**config.mk**
```make
export PLATFORM = sky130hd
export DESIGN_NAME = frame_scheduler
export DESIGN_NICKNAME = d
export VERILOG_FILES = /design/src/rtl/pong_pkg.sv /design/src/rtl/unit_timer.sv /design/src/rtl/frame_scheduler.sv
export SDC_FILE = /design/constraint.sdc
export NUM_CORES = 1
export LEC_CHECK = 0
export ABC_AREA = 0
export BUFFER_PORTS_ARGS = -buffer_cell sky130_fd_sc_hd__buf_2
export CORE_MARGIN = 2
export CORE_UTILIZATION = 35
export CTS_CLUSTER_SIZE = 30
export DETAILED_ROUTE_END_ITERATION = 6
export MAX_ROUTING_LAYER = met4
export SLEW_MARGIN = 20
export SYNTH_ARGS = -nofsm -noshare
export SYNTH_HDL_FRONTEND = slang
export SYNTH_SLANG_ARGS = --single-unit
export TNS_END_PERCENT = 20
```
**constraint.sdc**
```tcl
create_clock -name clk -period 5.2 [get_ports clk]
set_input_delay 1.04 -clock clk [delete_from_list [all_inputs] [get_ports clk]]
set_output_delay 1.04 -clock clk [all_outputs]
set_load 0.02 [all_outputs]
```
**src/rtl/pong_pkg.sv**
```systemverilog
// Shared types and constants for the pong game-logic blocks.
// Holds the frame scheduler state encoding and the frame counter width.
package pong_pkg;

    localparam int FRAME_CNT_W = 16;

    typedef enum logic [1:0] {
        IDLE,
        GRANT,
        GAP
    } sched_state_t;

    // Index width that stays legal (at least one bit) when the count is 1.
    function automatic int safe_clog2(input int n);
        return (n > 1) ? $clog2(n) : 1;
    endfunction

endpackage

```
**src/rtl/unit_timer.sv**
```systemverilog
// Loadable up-counter with clear and enable.
// Flags `expired` while the count sits at LIMIT-1.
module unit_timer
    import pong_pkg::*;
#(
    parameter  int LIMIT = 4096,
    localparam int WIDTH = safe_clog2(LIMIT)
) (
    input  logic             clk,
    input  logic             reset,
    input  logic             clr,
    input  logic             en,
    input  logic             load,
    input  logic [WIDTH-1:0] load_val,
    output logic             expired
);

    logic [WIDTH-1:0] count_d;
    logic [WIDTH-1:0] count_q;

    // NOTE: the hold value is assigned first so every path defines count_d and no latch is inferred.
    always_comb begin
        count_d = count_q;
        if (clr) begin
            count_d = '0;
        end else if (load) begin
            count_d = load_val;
        end else if (en) begin
            count_d = count_q + 1'b1;
        end
    end

    // NOTE: sequential state is updated with <= so all flops sample pre-edge values.
    always_ff @(posedge clk or posedge reset) begin
        if (reset) begin
            count_q <= '0;
        end else begin
            count_q <= count_d;
        end
    end

    assign expired = (count_q == WIDTH'(LIMIT - 1));

endmodule

```
**src/rtl/frame_scheduler.sv**
```systemverilog
// Runs each game-logic unit once per (divided) frame during vertical blanking,
// using a go/done handshake with a per-unit timeout and a sticky overrun flag.
module frame_scheduler
    import pong_pkg::*;
#(
    parameter  int N_UNITS   = 4,
    parameter  int TIMEOUT   = 4096,
    parameter  int FRAME_DIV = 1,
    localparam int IDX_W     = safe_clog2(N_UNITS)
) (
    input  logic                   clk,
    input  logic                   reset,
    input  logic                   vsync,
    input  logic                   enable,
    input  logic [N_UNITS-1:0]     done,
    input  logic                   clr_overrun,
    output logic [N_UNITS-1:0]     go,
    output logic                   busy,
    output logic                   frame_tick,
    output logic [FRAME_CNT_W-1:0] frame_cnt,
    output logic                   overrun,
    output logic [IDX_W-1:0]       fault_unit
);

    localparam int               DIV_W    = safe_clog2(FRAME_DIV);
    localparam logic [IDX_W-1:0] LAST_IDX = IDX_W'(N_UNITS - 1);
    localparam logic [DIV_W-1:0] DIV_LAST = DIV_W'(FRAME_DIV - 1);

    sched_state_t           state_d, state_q;
    logic [IDX_W-1:0]       idx_d, idx_q;
    logic [DIV_W-1:0]       div_d, div_q;
    logic [N_UNITS-1:0]     go_d, go_q;
    logic                   busy_d, busy_q;
    logic                   tick_d, tick_q;
    logic [FRAME_CNT_W-1:0] cnt_d, cnt_q;
    logic                   overrun_d, overrun_q;
    logic [IDX_W-1:0]       fault_d, fault_q;
    logic                   vsync_q;
    logic                   fall;
    logic                   overrun_set;
    logic                   timer_expired;

    assign fall = vsync_q & ~vsync;

    // The timer is held at zero outside GRANT, so each grant starts counting from 0.
    unit_timer #(
        .LIMIT (TIMEOUT)
    ) u_timer (
        .clk      (clk),
        .reset    (reset),
        .clr      (state_q != GRANT),
        .en       (state_q == GRANT),
        .load     (1'b0),
        .load_val ('0),
        .expired  (timer_expired)
    );

    always_comb begin
        state_d     = state_q;
        idx_d       = idx_q;
        div_d       = div_q;
        cnt_d       = cnt_q;
        fault_d     = fault_q;
        tick_d      = 1'b0;
        overrun_set = 1'b0;

        case (state_q)
            IDLE: begin
                if (fall && enable) begin
                    if (div_q == DIV_LAST) begin
                        div_d   = '0;
                        cnt_d   = cnt_q + 1'b1;
                        idx_d   = '0;
                        tick_d  = 1'b1;
                        state_d = GRANT;
                    end else begin
                        div_d = div_q + 1'b1;
                    end
                end
            end
            GRANT: begin
                // A frame arriving mid-sequence is dropped, never queued.
                overrun_set = fall;
                if (done[idx_q]) begin
                    state_d = GAP;
                end else if (timer_expired) begin
                    overrun_set = 1'b1;
                    fault_d     = idx_q;
                    state_d     = GAP;
                end
            end
            GAP: begin
                overrun_set = fall;
                if (idx_q == LAST_IDX) begin
                    state_d = IDLE;
                end else begin
                    idx_d   = idx_q + 1'b1;
                    state_d = GRANT;
                end
            end
            default: state_d = IDLE;
        endcase

        if (overrun_set) begin
            overrun_d = 1'b1;
        end else if (clr_overrun) begin
            overrun_d = 1'b0;
        end else begin
            overrun_d = overrun_q;
        end

        // Outputs are decoded from the next state so they are registered alongside it.
        go_d = '0;
        if (state_d == GRANT) begin
            go_d[idx_d] = 1'b1;
        end
        busy_d = (state_d != IDLE);
    end

    always_ff @(posedge clk or posedge reset) begin
        if (reset) begin
            vsync_q   <= 1'b1;
            state_q   <= IDLE;
            idx_q     <= '0;
            div_q     <= '0;
            go_q      <= '0;
            busy_q    <= 1'b0;
            tick_q    <= 1'b0;
            cnt_q     <= '0;
            overrun_q <= 1'b0;
            fault_q   <= '0;
        end else begin
            vsync_q   <= vsync;
            state_q   <= state_d;
            idx_q     <= idx_d;
            div_q     <= div_d;
            go_q      <= go_d;
            busy_q    <= busy_d;
            tick_q    <= tick_d;
            cnt_q     <= cnt_d;
            overrun_q <= overrun_d;
            fault_q   <= fault_d;
        end
    end

    assign go         = go_q;
    assign busy       = busy_q;
    assign frame_tick = tick_q;
    assign frame_cnt  = cnt_q;
    assign overrun    = overrun_q;
    assign fault_unit = fault_q;

endmodule

```
### Word level (Yosys, flattened, before mapping)

Cells that the tools add are included.

| storage, ports and cells | value |
|---|---|
| bits in registers | 43 |
| bits of input ports | 9 |
| output and inout port bits | 25 |
| word-level logic and storage cells | 63 |

| operators by class | value |
|---|---|
| bitwise operators | 4 |
| reduce and logical (&&, ||, !) cells | 9 |
| $add $sub $neg | 4 |
| equality and inequality tests | 6 |
| magnitude comparators | 3 |
| muxes and demuxes | 26 |

Operators with widths:

| cell | count |
|---|---|
| $mux W12 | 2 |
| $add A16 B1 Y16 const B | 1 |
| $mux W2 | 7 |
| $add A12 B1 Y12 const B | 1 |
| $eq A12 B12 Y1 const B | 1 |
| $mux W1 | 11 |
| $lt A2 B3 Y1 const B | 2 |
| $pmux W2 S3 | 1 |
| $reduce_and A3 Y1 | 2 |
| $reduce_bool A2 Y1 | 3 |
| $eq A2 B1 Y1 const B | 2 |
| $eq A2 B2 Y1 const B | 2 |
| $mux W4 | 1 |
| $pmux W2 S2 | 1 |
| $not A1 Y1 | 3 |
| $add A2 B1 Y2 const B | 1 |
| $bmux W1 S2 | 1 |
| $demux W1 S2 | 1 |
| $ge A2 B1 Y1 const B | 1 |
| $logic_and A1 B1 Y1 | 2 |
| $logic_not A2 Y1 | 1 |
| $ne A2 B1 Y1 const B | 1 |
| $pmux W1 S2 | 1 |
| $reduce_and A2 Y1 | 1 |
| other kinds (2) | 2 |

### Longest topological paths before layout

Gate-level depths: netlist of run 1.

| depth | value |
|---|---|
| word-level depth | 10 |
| mapped depth | 8 |
| gate-level depth less buffers | 8 |

### By module

From an unflattened synthesis of run 1, not the netlist that was laid out.

| unflattened totals | value |
|---|---|
| cell total of the unflattened synthesis | 209 |
| area, all modules | 2192.1 µm² |

By module, submodules not included:

| module | cells an instance | seq. area each (µm²) | area each (µm²) | instances |
|---|---|---|---|---|
| frame_scheduler | 126 | 752.0 | 1455.1 | 1 |
| unit_timer | 83 | 300.3 | 737.0 | 1 |

### Worst setup path after synthesis of run 1

No wires, ideal clock.

| timing | value |
|---|---|
| path kind | in2reg |
| from | in vsync |
| to | reg cnt_q[11] (netlist: frame_cnt[11]) |
| setup time | 0.129 ns |
| stages | 7 |
| buffers on the path | 0 |
| required time | 5.071 ns |
| setup slack | 2.866 ns |
| data arrival time | 2.205 ns |
| cells stage by stage | and2b_1 -> nand3_2 -> inv_2 -> nand4_1 -> nor2_1 -> nand4_1 -> xnor2_1 |

| between the ends | value |
|---|---|
| cells in the longest elaborated chain, start to end | 4 |

Ends and longest elaborated chain:

| element | RTL line | source |
|---|---|---|
| start, declared | frame_scheduler.sv:13 | `input logic vsync,` |
| $not A1 Y1 | frame_scheduler.sv:43 | `assign fall = vsync_q & ~vsync;` |
| $and A1 B1 Y1 | frame_scheduler.sv:43 |  |
| $logic_and A1 B1 Y1 | frame_scheduler.sv:69 | `if (fall && enable) begin` |
| $reduce_and A3 Y1 (no source line) | -- |  |
| end signal, assigned | frame_scheduler.sv:140 | `cnt_q <= cnt_d;` |
| end, declared | frame_scheduler.sv:35 | `logic [FRAME_CNT_W-1:0] cnt_d, cnt_q;` |

No other way between the ends.
A chain may end at the register's enable or synchronous reset.

### Worst setup path after layout of run 1

Same ends and word-level chain as after synthesis.

==> results of run 1 <==
-- state kept, by name, summed over array words and instances (netlist names) --
name,cells
frame_cnt,16
u_timer.count_q,12
go,4
fault_unit,2
idx_q,2
state_q,2
busy,1
frame_tick,1
overrun,1
vsync_q,1
-- layer usage --
| metal | part of all wire | global-route usage | vias to the layer above |
|---|---|---|---|
| met2 | 0.41 | 0.1931 | 34 |
| met4 | 0.013 | 0.04211 | 0 |
| li1 | - | - | 668 |
| met5 | 0 | - | - |
| met1 | 0.52 | 0.1862 | 659 |
| met3 | 0.054 | 0.05057 | 7 |
-- cell usage after synthesis (2+ instances only) --
cell type  number  area [um^2]
dfrtp_1        41         1026
inv_1           7        26.28
and4_1          2        17.52
xor2_1         10        87.58
and2_1          3        18.77
nand2_1        20        75.07
ha_1            6        75.07
o21ai_0         5        25.02
a21oi_1         5        25.02
nand3_1         8        40.04
nand4_1         8        50.05
xnor2_1        13        113.9
or3_1           2        12.51
and3_1          2        12.51
mux2_2          2        22.52
nor2_1         21        78.83
-- logic make-up (layout without fill, tap and decap cells) --
family / count (synthesis) / count (layout) / synth area share
AND/OR/NAND/NOR: 76 / 76 / 0.2153
flip-flops: 42 / 42 / 0.5486
XOR/XNOR: 23 / 23 / 0.1050
AO/OA/AOI/OAI: 15 / 15 / 0.05088
buffers and inverters: 9 / 50 / 0.01761
adder cells (fa/ha/maj): 6 / 6 / 0.03914
multiplexers: 3 / 3 / 0.02348
-- power by group --
| part | total (uW) | internal [uW] | switching, uW |
|---|---|---|---|
| Clock | 217 | 107 | 110 |
| Combinational | 292 | 113 | 179 |
| Sequential | 442 | 380 | 62.2 |
-- final timing paths --
check / from / end / depth (start not counted)
setup / recovery: vsync / frame_cnt[11] / 8
hold / removal: frame_cnt[13] / frame_cnt[13] / 1
setup reg to reg: state_q[1] / frame_cnt[11] / 8
hold reg to reg: frame_cnt[13] / frame_cnt[13] / 1
max in group asynchronous: reset / vsync_q / 3
min in group asynchronous: reset / u_timer.count_q[3] / 3
-- stage by stage --
step / hold slack, ns / setup WS, ns
after floorplan: 0.4646 / 2.866
after global placement: 0.4685 / 2.607
after detailed placement: 0.4738 / 2.529
after CTS: 0.4895 / 2.850
after global routing: 0.5056 / 2.729
final: 0.4876 / 2.830
-- area by class of cell --
type | count | area (um^2)
Inverter | 8 | 30.03
Timing Repair Buffer | 34 | 172.7
Clock buffer | 7 | 86.33
Tap cell | 70 | 87.58
Multi-Input combinational cell | 123 | 832.0
Fill cell | 537 | 2939
Clock inverter | 1 | 5.005
Sequential cell | 42 | 1052
==> out/metrics.csv, run 1 <==
metric;value;unit
status;complete, no violations;
skew;0.002875;ns
yosysSeqAreaShare;0.5486;
n_antenna_cell;0;
peakVddDrop;0.2633;mV
rows;26;
hold_path_class;reg2reg;
cts_inserted_buffers;5;
cts_setup_buffers;0;
grt_overflow;0;
rrSetupSlack;3.10;ns
coreArea;5205;um^2
grtUsageTotal;0.1373;
start_util;0.3685;
report.power.total;951.1;uW
finalNetCount;229;
placed_cell_area;2175;um^2
path_clk_slew;0.08;ns
crit_path_top_delay_cell;nor2_1;
path_max_fanout;10;
cts.sinks;42;
rsz0062_at_grt;no;
ys_types;35;
crit_type;in2reg;
hold_viol;0;
dp_hpwl;2580;um
die-area;6089;um^2
syn_inst;174;
fin_cells;285;
worstPathArrival;2.56;ns
port_buffers;33;
most-common-layout-cells;dfrtp_1, buf_2, nor2_1;
cts_tree;yes;
gp_congestion;0.8306;
fp.dieW;78.03;um
drt_first_pass_iters;4;
viasPerCell;4.800;
worstSkewPairLatency;0.29;ns
clk_path_buf_depth;2;
path_cells;buf_2, and2b_1, nand3_2, inv_2, nand4_1, nor2_1, nand4_1, xnor2_1;
antenna_found_initial;0;
avgSynthCellArea;11.02;um^2
power_density;419.7;nW/um^2
cp.required;5.39;ns
ys.flop_type;dfrtp_1;
cts_htree_levels;2;
max_stage_delay;0.30;ns
ant_nets;0;
yosysWarnings;0;
wirelength;3602;um
avgRoutedWirePerCell;12.64;um
synth-seq-cells;42;
max_clock_freq;422.0;MHz
critPathLaunchType;input port;
drt_iter0_markers;51;
finalCritPeriodShare;0.4557;
grt_max_degree;43;
path_common_cell;nand4_1;
netlist_area;1918;um^2
syn_nets;189;
synth-async-reset-ratio;1.000;
cts_hold_buf;0;
ctsResizeCount;0;
maxSlewHeadroom;0.6481;
dp_cells;277;
grt_pass1_wl;6361;um
end_kind;flip-flop;
drc;0;
drive_above_1_share;0.2558;
setup_viol;0;
crit_buf_inv;2;
maxCapViolations;0;
grt_pass1_vias;1356;
p_leak;0.001106;uW
finalMaxSlewViolations;0;
worst_pin_slew;0.5278;ns
io_pins;34;
path_delay_family;simple AND/OR/NAND/NOR gates;
cts_root_buf;clkbuf_8;
final_common_cell;dfrtp_1;
synth-edff-count;0;
area_growth;18.13;%
vias;1368;
fin_crit;2.370;ns
die_h;78.03;um
fin_tns_setup;0;ns
post-route-util;0.4353;
stdcell_area;2266;um^2
(Power assumes the default switching activity.)
==> run 2: changes to the inputs <==
==> constraint.sdc (replaced) <==
create_clock -name clk -period 2.27 [get_ports clk]
set_input_delay 0.454 -clock clk [delete_from_list [all_inputs] [get_ports clk]]
set_output_delay 0.454 -clock clk [all_outputs]
set_load 0.02 [all_outputs]
==> out/metrics.csv, run 2 (synthesis gave the netlist of run 1 again) <==
metric;value;unit
dp_hpwl;2622;um
clk_path_buf_depth;2;
grt_max_degree;43;
io_pins;34;
placed_cell_area;2197;um^2
viasPerCell;4.660;
rsz0062_at_grt;no;
port_buffers;33;
grtUsageTotal;0.1376;
fin_tns_setup;0;ns
grt_pass1_vias;1352;
drive_above_1_share;0.2615;
path_max_fanout;10;
antenna_found_initial;0;
drt_first_pass_iters;4;
cts.sinks;42;
status;complete, no violations;
vias;1342;
p_leak;0.001124;uW
finalMaxSlewViolations;0;
fp.dieW;78.03;um
coreArea;5205;um^2
power_density;989.9;nW/um^2
maxCapViolations;0;
rows;26;
peakVddDrop;0.5274;mV
n_antenna_cell;0;
final_common_cell;dfrtp_1;
multi_input_area;832.0;um^2
most-common-layout-cells;dfrtp_1, buf_2, nor2_1;
regArea;1052;um^2
end_kind;flip-flop;
path_clk_slew;0.08;ns
drc;0;
largest_reg_flops;16;
hold_viol;0;
die-area;6089;um^2
fin_crit;1.974;ns
cts_setup_buffers;0;
gp_congestion;0.8254;
cts_tree;yes;
worst_pin_slew;0.5099;ns
report.power.total;2280;uW
finalCritPeriodShare;0.8695;
critPathLaunchType;flip-flop;
cts_inserted_buffers;5;
avgRoutedWirePerCell;12.65;um
cp.required;2.45;ns
cts_htree_levels;2;
worstPathArrival;2.16;ns
skew;0.005939;ns
max_clock_freq;506.7;MHz
area_growth;20.09;%
worstSkewPairLatency;0.30;ns
setup_viol;0;
ant_nets;0;
hold_path_class;in2reg;
maxSlewHeadroom;0.6601;
stdcell_area;2303;um^2
ctsResizeCount;0;
cts_hold_buf;0;
crit_type;reg2reg;
finalNetCount;232;
n_fill_cell;501;
grt_pass1_wl;6389;um
grt_overflow;0;
cts_root_buf;clkbuf_8;
start_util;0.3685;
wirelength;3644;um
drt_iter0_markers;73;
die_h;78.03;um
run 2: changes by cell type in the layout (fill, tap and decap cells not counted):
cell       delta
clkbuf_8      -1
clkinv_2      -1
buf_4         +3
clkbuf_1      +1
bufinv_16     +1
run 2: path summary, 6_finish.rpt:
check	from	to	slack [ns]	cells after the start
setup reg to reg	state_q[1]	frame_cnt[11]	0.30	8
hold reg to reg	frame_cnt[15]	frame_cnt[15]	0.47	1
hold / removal	vsync	vsync_q	0.26	1
max in group asynchronous	reset	vsync_q	1.63	3
setup / recovery	state_q[1]	frame_cnt[11]	0.30	8
min in group asynchronous	reset	u_timer.count_q[3]	0.28	3
run 2: cell type report:
type / count / area share
clock buffer: 7 / 0.03313
tap: 70 / 0.03802
sequential: 42 / 0.4568
clock inverter: 1 / 0.01304
multi-input combinational: 123 / 0.3612
timing repair buffer: 37 / 0.08474
inverter: 8 / 0.01304
run 2: where the power goes:
part / total (uW) / switching [uW] / leakage (uW) / internal, uW
Clock: 580 / 251 / 0.0000524 / 329
Combinational: 704 / 424 / 0.000510 / 281
Sequential: 996 / 125 / 0.000562 / 871
Total: 2280 / 799 / 0.00112 / 1480
run 2: metal layers:
| layer | up-vias | GRT usage | wire, um |
|---|---|---|---|
| li1 | 679 | - | - |
| met1 | 628 | 0.1830 | 1818 |
| met2 | 31 | 0.2052 | 1612 |
| met3 | 4 | 0.04368 | 182 |
| met4 | 0 | 0.03684 | 30 |
| met5 | - | - | 0 |
run 2: critical path: stages, from the launching register on:
cell and delay (ns):
dfrtp_1 0.44, inv_1 0.11, ha_1 0.23, nand3_2 0.16, inv_2 0.18, nand4_1 0.16, nor2_1 0.28, nand4_1 0.15
xnor2_1 0.14
run 2: stage by stage:
step	hold WS (ns)	utilization	instances	worst slack [ns]
3_5_place_dp	0.4674	0.4221	280	0.3032
2_1_floorplan	0.4585	-	174	0.5165
3_3_place_gp	0.4583	0.4221	280	0.3259
4_1_cts	0.2468	0.4425	288	0.3132
6_report	0.2561	0.4425	288	0.2963
5_1_grt	0.2344	0.4425	288	0.09607
